--- config.mk ---
export PLATFORM = sky130hd
export DESIGN_NAME = i2c_bit_timer
export DESIGN_NICKNAME = d
export VERILOG_FILES = /design/src/rtl/i2c_bit_timer.sv
export SDC_FILE = /design/constraint.sdc
export NUM_CORES = 1
export LEC_CHECK = 0
export BUFFER_PORTS_ARGS = -buffer_cell sky130_fd_sc_hd__buf_2
export CAP_MARGIN = 10
export CORE_UTILIZATION = 30
export CTS_BUF_LIST = sky130_fd_sc_hd__clkbuf_16
export DETAILED_ROUTE_END_ITERATION = 6
export GPL_TIMING_DRIVEN = 0
export SYNTH_ARGS = -nofsm -noshare
export SYNTH_HDL_FRONTEND = slang
export SYNTH_SLANG_ARGS = --single-unit
--- constraint.sdc ---
create_clock -name clk_in -period 2.7 [get_ports clk_in]
set_clock_uncertainty 0.2 [all_clocks]
set_input_delay 0.27 -clock clk_in [delete_from_list [all_inputs] [get_ports clk_in]]
set_output_delay 0.27 -clock clk_in [all_outputs]
set_load 0.005 [all_outputs]
--- src/rtl/i2c_bit_timer.sv ---
// I2C SCL bit-slot sequencer: four quarter-phases per bit, SCL pull-down pattern, clock stretching.
// Define I2C_STRETCH_TIMEOUT_EN to add the stretch watchdog (STRETCH_LIMIT, stretch_timeout).
module i2c_bit_timer #(
    parameter logic [26:0] DIVISOR = 27'd1000
`ifdef I2C_STRETCH_TIMEOUT_EN
    ,
    parameter logic [26:0] STRETCH_LIMIT = 27'd100000
`endif
) (
    input  logic       clk_in,
    input  logic       rst,
    input  logic       bit_start,
    input  logic [1:0] bit_kind,
    input  logic       scl_in,
    output logic       ready,
    output logic       busy,
    output logic [1:0] phase,
    output logic       phase_tick,
    output logic       sample_tick,
    output logic       bit_done,
    output logic       scl_oe,
`ifdef I2C_STRETCH_TIMEOUT_EN
    output logic       stretch_timeout,
`endif
    output logic       stretching
);
    localparam logic [26:0] QUARTER = DIVISOR / 27'd4;
    localparam logic [26:0] Q_LAST  = QUARTER - 27'd1;

    localparam logic [1:0] K_DATA   = 2'd0;
    localparam logic [1:0] K_START  = 2'd1;
    localparam logic [1:0] K_RSTART = 2'd3;

    typedef enum logic [2:0] {S_IDLE, S_PH0, S_PH1, S_PH2, S_PH3} state_t;

    state_t      state_q, state_d;
    logic [26:0] cnt_q, cnt_d;
    logic [1:0]  kind_q, kind_d;
    logic        scl_meta_q, scl_meta_d;
    logic        scl_sync_q, scl_sync_d;
    logic        phase_tick_q, phase_tick_d;
    logic        sample_tick_q, sample_tick_d;
    logic        scl_oe_q, scl_oe_d;
    logic        last_cycle;
    logic        hold;
    logic        start_slot;
    logic        timeout_hit;
    state_t      next_phase_state;

    // SCL pull-down for a given slot kind and quarter phase
    function automatic logic oe_pattern(input logic [1:0] kind, input logic [1:0] ph);
        logic oe;
        case (kind)
            K_DATA:  oe = ~ph[1];
            K_START: oe = 1'b0;
            default: oe = (ph == 2'd0);
        endcase
        return oe;
    endfunction

    always_comb begin
        case (state_q)
            S_PH1:   phase = 2'd1;
            S_PH2:   phase = 2'd2;
            S_PH3:   phase = 2'd3;
            default: phase = 2'd0;
        endcase
    end

    always_comb begin
        case (state_q)
            S_PH0:   next_phase_state = S_PH1;
            S_PH1:   next_phase_state = S_PH2;
            default: next_phase_state = S_PH3;
        endcase
    end

    assign last_cycle = (state_q == S_PH3) && (cnt_q == Q_LAST);
    assign ready      = (state_q == S_IDLE) || last_cycle;
    assign start_slot = bit_start && ready;
    assign busy       = (state_q != S_IDLE);
    // Only slots that release SCL in PH2 can be stretched by the slave
    assign hold       = (state_q == S_PH2) && ((kind_q == K_DATA) || (kind_q == K_RSTART))
                        && !scl_sync_q;
    assign stretching = hold;
    assign bit_done   = last_cycle || timeout_hit;
    assign phase_tick  = phase_tick_q;
    assign sample_tick = sample_tick_q;
    assign scl_oe      = scl_oe_q;

`ifdef I2C_STRETCH_TIMEOUT_EN
    logic [26:0] scnt_q, scnt_d;
    logic        timeout_q, timeout_d;

    always_comb begin
        scnt_d      = hold ? (scnt_q + 27'd1) : 27'd0;
        timeout_hit = hold && (scnt_q == STRETCH_LIMIT - 27'd1);
        timeout_d   = timeout_q;
        if (start_slot) begin
            timeout_d = 1'b0;
        end else if (timeout_hit) begin
            timeout_d = 1'b1;
        end
    end

    always_ff @(posedge clk_in or posedge rst) begin
        if (rst) begin
            scnt_q    <= 27'd0;
            timeout_q <= 1'b0;
        end else begin
            scnt_q    <= scnt_d;
            timeout_q <= timeout_d;
        end
    end

    assign stretch_timeout = timeout_q;
`else
    assign timeout_hit = 1'b0;
`endif

    always_comb begin
        state_d       = state_q;
        cnt_d         = cnt_q;
        kind_d        = kind_q;
        phase_tick_d  = 1'b0;
        sample_tick_d = 1'b0;
        scl_oe_d      = scl_oe_q;
        scl_meta_d    = scl_in;
        scl_sync_d    = scl_meta_q;

        case (state_q)
            S_IDLE: cnt_d = 27'd0;
            S_PH3: begin
                if (last_cycle) begin
                    state_d  = S_IDLE;
                    cnt_d    = 27'd0;
                    scl_oe_d = 1'b0;
                end else begin
                    cnt_d = cnt_q + 27'd1;
                end
            end
            default: begin
                if (timeout_hit) begin
                    state_d  = S_IDLE;
                    cnt_d    = 27'd0;
                    scl_oe_d = 1'b0;
                end else if (hold) begin
                    cnt_d = 27'd0;
                end else if (cnt_q == Q_LAST) begin
                    cnt_d         = 27'd0;
                    state_d       = next_phase_state;
                    phase_tick_d  = 1'b1;
                    sample_tick_d = (state_q == S_PH2);
                    scl_oe_d      = oe_pattern(kind_q, phase + 2'd1);
                end else begin
                    cnt_d = cnt_q + 27'd1;
                end
            end
        endcase

        // An accepted request wins from IDLE and from the PH3 last cycle alike
        if (start_slot) begin
            state_d       = S_PH0;
            cnt_d         = 27'd0;
            kind_d        = bit_kind;
            phase_tick_d  = 1'b1;
            sample_tick_d = 1'b0;
            scl_oe_d      = oe_pattern(bit_kind, 2'd0);
        end
    end

    always_ff @(posedge clk_in or posedge rst) begin
        if (rst) begin
            state_q       <= S_IDLE;
            cnt_q         <= 27'd0;
            kind_q        <= K_DATA;
            scl_meta_q    <= 1'b1;
            scl_sync_q    <= 1'b1;
            phase_tick_q  <= 1'b0;
            sample_tick_q <= 1'b0;
            scl_oe_q      <= 1'b0;
        end else begin
            state_q       <= state_d;
            cnt_q         <= cnt_d;
            kind_q        <= kind_d;
            scl_meta_q    <= scl_meta_d;
            scl_sync_q    <= scl_sync_d;
            phase_tick_q  <= phase_tick_d;
            sample_tick_q <= sample_tick_d;
            scl_oe_q      <= scl_oe_d;
        end
    end
endmodule
==> impl_metrics.sql, run 1 <==
INSERT INTO impl_metrics (metric_group, metric, value, unit) VALUES
('drt', 'viasPerCell', '4.97', ''),
('clock_tree', 'cts.sinks', '37', ''),
('floorplanning', 'core_region_area', '6390', 'um2'),
('drt', 'initialDrtViolationCount', '81', ''),
('grt', 'first_global_vias', '1459', ''),
('layout', 'antennaDiodeCount', '0', ''),
('placement', 'hpwl', '2.85', 'mm'),
('sta', 'timing_worst_slew_pin_value', '776', 'ps'),
('sta', 'final-setup-viol-count', '0', ''),
('pwr', 'p_sw', '0.230', 'mW'),
('drt', 'drtPass1Iterations', '4', ''),
('pwr', 'share_comb_of_total_power', '0.016', ''),
('drt', 'ant_nets', '0', ''),
('clock_tree', 'post-cts-setup-buffer-count', '0', ''),
('layout', 'layout.cells.most_common_list', '36 x sky130_fd_sc_hd__nor2_1, 35 x sky130_fd_sc_hd__dfrtp_1, 16 x sky130_fd_sc_hd__buf_2, 15 x sky130_fd_sc_hd__nand3_1, 15 x sky130_fd_sc_hd__xor2_1', ''),
('synthesis', 'synth.mux.area_fraction', '0.0113', ''),
('synthesis', 'syn_area', '2000', 'um2'),
('synthesis', 'yosys.area_share.adder', '0.0313', ''),
('drt', 'dr_total_vias', '1527', ''),
('worst_setup_path', 'timing.critical_path.fanout_max', '6', ''),
('sta', 'final_hold_viol_count', '0', ''),
('clock_tree', 'clock_tree.htree_level_count', '2', ''),
('synthesis', 'seq_area_frac_synth', '0.465', ''),
('layout', 'leading_cell_type_in_the_layout_fill_and_taps_excluded', 'sky130_fd_sc_hd__nor2_1', ''),
('synthesis', 'ys_ff_latch', '37', ''),
('drt', 'post_detailed_routing_wire_length', '4.00', 'mm'),
('floorplanning', 'ioPinCount', '15', ''),
('pwr', 'power.sequential.fraction', '0.456', ''),
('pwr', 'power.total', '1.22', 'mW'),
('worst_setup_path', 'critPathKind', 'reg -> out', ''),
('layout', 'finalNetCount', '240', ''),
('layout', 'drive_above_1_share', '0.178', ''),
('pwr', 'power.switching_fraction', '0.188', ''),
('pwr', 'power.density_cell_area', '521', 'nW/um2'),
('outcome', 'status', 'finished clean', ''),
('floorplanning', 'die_h', '83.6', 'um'),
('placement', 'detailedPlace.worstSlack', '265', 'ps'),
('synthesis', 'yosys.area_share.xor_xnor', '0.105', ''),
('synthesis', 'number_of_warning_messages_in_the_yosys_log', '0', ''),
('grt', 'wire_length_of_the_first_global_routing_pass', '6.98', 'mm'),
('pwr', 'max-vdd-ir-drop', '0.263', 'mV'),
('floorplanning', 'core.rowCount', '29', ''),
('clock_tree', 'tritoncts.num_buffers', '5', ''),
('pwr', 'cellLeakagePower', '1.02', 'nW'),
('synthesis', 'syn_inst', '206', ''),
('worst_setup_path', 'worst-endpoint-required', '2230', 'ps'),
('sta', 'postLayoutSetupSlackWorst', '201', 'ps'),
('sta', 'timing.slew.headroom', '0.482', ''),
('clock_tree', 'cts_tree', 'yes', ''),
('sta', 'final_count_of_pins_violating_max_slew', '0', ''),
('grt', 'antenna_violations_before_repair', '0', ''),
('placement', 'buffer_ports.inserted', '14', ''),
('layout', 'area_growth_syn_to_layout', '17.7', '%'),
('job', 'cap_viol_max_count', '0', ''),
('worst_setup_path', 'worstSetupStartpointType', 'flip-flop', ''),
('synthesis', 'compound_gate_portion_of_the_synthesized_area', '0.0583', ''),
('drt', 'drc', '0', ''),
('pwr', 'share_clk_of_total_power', '0.528', ''),
('synthesis', 'synth-simple-area-share', '0.301', ''),
('sta', 'final_min_period_over_clock_period', '0.926', ''),
('sta', 'fin_crit', '2500', 'ps'),
('synthesis', 'syn_nets', '217', ''),
('hold_path', 'min-delay-path-class', 'in -> reg', ''),
('drt', 'route.detailed.wl_per_inst', '13.0', 'um'),
('floorplanning', 'start_util', '0.313', ''),
('floorplanning', 'dieArea', '6990', 'um2'),
('clock_tree', 'clk_path_buf_depth', '2', ''),
('grt', 'globalRoute.totalOverflow', '0', ''),
('clock_tree', 'cts_root_buffer', 'sky130_fd_sc_hd__clkbuf_16', ''),
('synthesis', 'combinational_family_with_the_most_area_after_synthesis', 'simple AND/OR/NAND/NOR gates', ''),
('placement', 'gp_congestion', '0.819', '');
[critical path, stage by stage, from the launching register on]
cell                      delay [ps]
sky130_fd_sc_hd__dfrtp_1         410
sky130_fd_sc_hd__nor4_1          460
sky130_fd_sc_hd__nand3_1         280
sky130_fd_sc_hd__nor2_1          340
sky130_fd_sc_hd__nand2_1          90
sky130_fd_sc_hd__nand2_1          70
sky130_fd_sc_hd__buf_2           100
[synth_stat cells, drive strengths merged]
| master | number | area [um2] |
|---|---|---|
| xor2 | 15 | 131 |
| clkbuf | 5 | 18.8 |
| buf | 3 | 17.5 |
| inv | 5 | 18.8 |
| o21bai | 2 | 15.0 |
| xnor2 | 9 | 78.8 |
| or4 | 1 | 11.3 |
| nand3b | 1 | 7.51 |
| nor4b | 2 | 30.0 |
| nor2b | 2 | 12.5 |
| nor2 | 36 | 135 |
| a21oi | 5 | 25.0 |
| or2 | 1 | 6.26 |
| nor3 | 7 | 35.0 |
| o21ai | 2 | 10.0 |
| nor3b | 1 | 7.51 |
| a31o | 1 | 8.76 |
| and2 | 1 | 6.26 |
| mux2 | 2 | 22.5 |
| a31oi | 1 | 6.26 |
| o22ai | 1 | 12.5 |
| and3 | 4 | 26.3 |
| nor4 | 5 | 52.6 |
| o21a | 1 | 7.51 |
| nand2b | 4 | 25.0 |
| nand4 | 12 | 81.3 |
| or3 | 2 | 13.8 |
| a211oi | 2 | 15.0 |
| dfrtp | 35 | 876 |
| and4 | 4 | 36.3 |
| a21o | 1 | 7.51 |
| nand2 | 10 | 40.0 |
| nand3 | 15 | 75.1 |
| a22o | 1 | 8.76 |
| dfstp | 2 | 52.6 |
| ha | 5 | 62.6 |
[cells by family (layout without fill, tap and decap cells)]
group | Yosys count | count (layout)
and+or+nand+nor | 108 | 108
buffers and inverters | 13 | 37
AOI/OAI and AO/OA | 17 | 17
xor gates and xnor gates | 24 | 24
DFF | 37 | 37
muxes | 2 | 2
adders and majority gates | 5 | 5
[layer usage]
metal,share of wire,routed length (um),GRT usage
met3,0.031,123,0.0317
met5,0,0,0
met1,0.49,1960,0.168
met2,0.47,1890,0.195
met4,0.0038,15,0.0324
[flip-flops by register name (all words and copies together) (netlist names)]
| signal | cells |
|---|---|
| state_q | 3 |
| phase_tick | 1 |
| sample_tick | 1 |
| cnt_q | 27 |
| kind_q | 2 |
| scl_sync_q | 1 |
| scl_oe | 1 |
| scl_meta_q | 1 |
[path summary, 6_finish.rpt]
path                                  start          to  slack (ps)  depth (start not counted)
worst max-delay path              cnt_q[11]       ready         200                          6
worst min-delay path            bit_kind[0]   kind_q[0]          50                          2
worst max register to register    cnt_q[11]   cnt_q[19]         310                          6
worst min register to register   scl_meta_q  scl_sync_q         160                          0
max in group asynchronous               rst   cnt_q[22]        1320                          3
min in group asynchronous               rst    cnt_q[6]         480                          3
[power groups by stage]
stage | registers, mW | logic, mW | clock network (mW)
6_report | 0.558 | 0.0199 | 0.646
3_5_place_dp | 0.568 | 0.0190 | 0
2_1_floorplan | 0.568 | 0.0103 | 0
4_1_cts | 0.558 | 0.0210 | 0.660
3_3_place_gp | 0.568 | 0.0190 | 0
5_1_grt | 0.558 | 0.0237 | 0.685
[area by class of cell]
cell class                 count  area, um2
timing repair buffer          16       90.1
sequential                    37        928
inverter                       5       18.8
tap                           77       96.3
multi-input combinational    156       1010
buffer                         8       36.3
clock buffer                   5        125
clock inverter                 3       41.3
fill                         649       4040
[metrics by stage]
step	utilization	hold WS (ps)	std cells	area [um2]
2_1_floorplan	-	74.5	206	2000
3_3_place_gp	0.339	147	297	2160
3_5_place_dp	0.339	148	297	2160
4_1_cts	0.368	47.4	307	2350
5_1_grt	0.368	52.5	307	2350
6_report	0.368	49.8	307	2350
[timing repair]
item	CTS	global route
resized for setup	0	0
hold buffers	2	0
endpoints found under the hold margin	36	0
(Power assumes the default switching activity.)
==> inputs of run 2 (changes only) <==
--- a/config.mk
+++ b/config.mk
@@ -7,10 +7,13 @@
 export LEC_CHECK = 0
 export BUFFER_PORTS_ARGS = -buffer_cell sky130_fd_sc_hd__buf_2
 export CAP_MARGIN = 10
+export CELL_PAD_IN_SITES_DETAIL_PLACEMENT = 1
+export CELL_PAD_IN_SITES_GLOBAL_PLACEMENT = 1
 export CORE_UTILIZATION = 30
 export CTS_BUF_LIST = sky130_fd_sc_hd__clkbuf_16
 export DETAILED_ROUTE_END_ITERATION = 6
 export GPL_TIMING_DRIVEN = 0
+export PLACE_DENSITY_LB_ADDON = 0.1
 export SYNTH_ARGS = -nofsm -noshare
 export SYNTH_HDL_FRONTEND = slang
 export SYNTH_SLANG_ARGS = --single-unit
==> run 2 against run 1 <==
Net effect:
- sequential cell count did not move
- final cell count did not move
- critical path depth fell by 1
- setup slack improved by 42 ps
- power fell by 8.1%
- via count fell by 0.65%
- non-clock buffer count did not move
- count of clock-buffer cells in the layout did not move
- routed wire length rose by 11%
- combinational power rose by 3%
- cell area fell by 1.1%
- register-to-register slack got worse by 30 ps
- critical path type unchanged
- largest power group is now sequential cells
- highest routed layer unchanged
==> impl_metrics.sql, run 2 (same netlist as run 1, synthesis figures left out) <==
INSERT INTO impl_metrics (metric_group, metric, value, unit) VALUES
('hold_path', 'worst_hold_path.num_cells', '2', ''),
('grt', 'track_usage', '0.142', ''),
('worst_setup_path', 'worst-endpoint-required', '2230', 'ps'),
('layout', 'largest-register', 'cnt_q', ''),
('sta', 'fin_crit', '2460', 'ps'),
('sta', 'maxClockFrequency', '407', 'MHz'),
('worst_setup_path', 'r2r_slack', '280', 'ps'),
('clock_tree', 'clk_path_buf_depth', '2', ''),
('worst_setup_path', 'reg2reg_from', 'cnt_q[11]', ''),
('sta', 'final_hold_viol_count', '0', ''),
('clock_tree', 'cts.sinks', '37', ''),
('clock_tree', 'cts.reportedPaths.clkPinSlew', '50', 'ps'),
('layout', 'antennaDiodeCount', '0', ''),
('hold_path', 'min-delay-path-class', 'in -> reg', ''),
('worst_setup_path', 'crit_path_start', 'cnt_q[11]', ''),
('worst_setup_path', 'worstPathArrival', '1990', 'ps'),
('sta', 'final-setup-viol-count', '0', ''),
('floorplanning', 'dieArea', '6990', 'um2'),
('clock_tree', 'clock_tree.htree_level_count', '2', ''),
('clock_tree', 'tritoncts.num_buffers', '5', ''),
('clock_tree', 'cts_root_buffer', 'sky130_fd_sc_hd__clkbuf_16', ''),
('worst_setup_path', 'critPathKind', 'reg -> out', ''),
('sta', 'hold_ws', '39.0', 'ps'),
('grt', 'grt_start_max_net_pins', '38', ''),
('layout', 'largest_registers', 'cnt_q x27, state_q x3, kind_q x2', ''),
('drt', 'route.detailed.wl_per_inst', '14.4', 'um'),
('grt', 'antenna_violations_before_repair', '0', ''),
('layout', 'n_fill_cell', '742', ''),
('drt', 'initialDrtViolationCount', '34', ''),
('hold_path', 'hp-start', 'bit_kind[1]', ''),
('worst_setup_path', 'critPathCaptureType', 'output port', ''),
('layout', 'multi_input_area', '1020', 'um2'),
('sta', 'timing.slew.headroom', '0.463', ''),
('grt', 'globalRoute.totalOverflow', '0', ''),
('worst_setup_path', 'r2r_cells', '6', ''),
('placement', 'buffer_ports.inserted', '14', ''),
('layout', 'largest_reg_flops', '27', ''),
('clock_tree', 'cts_tree', 'yes', ''),
('worst_setup_path', 'timing.critical_path.fanout_max', '6', ''),
('drt', 'drc', '0', ''),
('pwr', 'max-vdd-ir-drop', '0.238', 'mV'),
('grt', 'first_global_vias', '1539', ''),
('drt', 'ant_nets', '0', ''),
('drt', 'drtPass1Iterations', '4', ''),
('worst_setup_path', 'regToRegEndpoint', 'cnt_q[17]', ''),
('sta', 'tns', '0', 'ps'),
('floorplanning', 'start_util', '0.313', ''),
('pwr', 'power.density_cell_area', '484', 'nW/um2'),
('floorplanning', 'ioPinCount', '15', ''),
('layout', 'layout.cells.most_common_list', '35 x sky130_fd_sc_hd__nor2_1, 35 x sky130_fd_sc_hd__dfrtp_1, 16 x sky130_fd_sc_hd__buf_2, 15 x sky130_fd_sc_hd__nand3_1, 15 x sky130_fd_sc_hd__xor2_1', ''),
('layout', 'area_growth_syn_to_layout', '16.4', '%'),
('sta', 'timing_worst_slew_pin_value', '804', 'ps'),
('floorplanning', 'die_h', '83.6', 'um'),
('sta', 'rsz_0062_raised_after_global_routing', 'no', ''),
('floorplanning', 'core_region_area', '6390', 'um2'),
('pwr', 'cellLeakagePower', '1.02', 'nW'),
('layout', 'finalNetCount', '240', ''),
('sta', 'final_count_of_pins_violating_max_slew', '0', ''),
('worst_setup_path', 'worstSetupStartpointType', 'flip-flop', ''),
('job', 'cap_viol_max_count', '0', ''),
('layout', 'regArea', '928', 'um2'),
('layout', 'drive_above_1_share', '0.183', ''),
('grt', 'wire_length_of_the_first_global_routing_pass', '7.68', 'mm'),
('clock_tree', 'clock_latency', '280', 'ps'),
('drt', 'viasPerCell', '4.94', ''),
('outcome', 'status', 'finished clean', ''),
('floorplanning', 'floorplan.die.width', '83.6', 'um'),
('pwr', 'power.total', '1.13', 'mW'),
('drt', 'dr_total_vias', '1517', ''),
('hold_path', 'holdPathEnd', 'kind_q[1]', ''),
('drt', 'post_detailed_routing_wire_length', '4.44', 'mm'),
('placement', 'gp_congestion', '0.714', ''),
('sta', 'final_min_period_over_clock_period', '0.910', ''),
('placement', 'hpwl', '3.18', 'mm'),
('floorplanning', 'core.rowCount', '29', '');
[run 2: cell count changes in the layout (fill, tap and decap cells not counted)]
cell / previous run / this run
sky130_fd_sc_hd__clkinv_2: 0 / 2
sky130_fd_sc_hd__bufinv_16: 1 / 0
sky130_fd_sc_hd__clkinv_1: 1 / 0
sky130_fd_sc_hd__clkinvlp_4: 1 / 0
sky130_fd_sc_hd__inv_1: 4 / 5
sky130_fd_sc_hd__nor2_1: 36 / 35
sky130_fd_sc_hd__nor2_2: 0 / 1
[run 2: cell type report]
class	count	area share
clock buffer	5	0.0538
inverter	5	0.00807
tap	77	0.0414
multi-input combinational	156	0.437
sequential	37	0.399
clock inverter	3	0.00592
timing repair buffer	16	0.0388
buffer	8	0.0156
[run 2: where the power goes]
part	switching (mW)	total (mW)	internal (mW)
clock	0.213	0.547	0.335
combinational	0.0148	0.0204	0.00566
sequential	0.000832	0.558	0.558
[run 2: worst max-delay path: stages (launching register included)]
cell and delay (ps):
sky130_fd_sc_hd__dfrtp_1 420, sky130_fd_sc_hd__nor4_1 420, sky130_fd_sc_hd__nand3_1 280, sky130_fd_sc_hd__or2_2 390, sky130_fd_sc_hd__nor2_1 90, sky130_fd_sc_hd__buf_2 110
[run 2: worst max path at each step]
stage	endpoint	slack [ps]	cells after the start
after floorplan	scl_oe	700	7
after global placement	cnt_q[17]	290	6
after detailed placement	cnt_q[17]	250	8
after CTS	ready	170	6
after global routing	bit_done	20	5
final	bit_done	240	5
[run 2: repair_timing]
action,CTS,global route
resized for setup,0,1
endpoints found under the hold margin,30,0
hold buffers,2,0
buffers inserted,0,0
setup endpoints to repair,0,1
[run 2: stage by stage]
stage,util,setup slack (ps),instances,area (um2)
2_1_floorplan,-,701,206,2000
3_3_place_gp,0.339,287,297,2160
3_5_place_dp,0.339,248,297,2160
4_1_cts,0.364,167,307,2320
5_1_grt,0.364,20.6,307,2320
6_report,0.364,243,307,2320
[run 2: routing by layer]
metal,GRT usage,share of wire,vias up
met2,0.231,0.47,15
met3,0.0326,0.027,4
li1,-,-,767
met5,0,0,-
met1,0.184,0.49,731
met4,0.0508,0.015,0
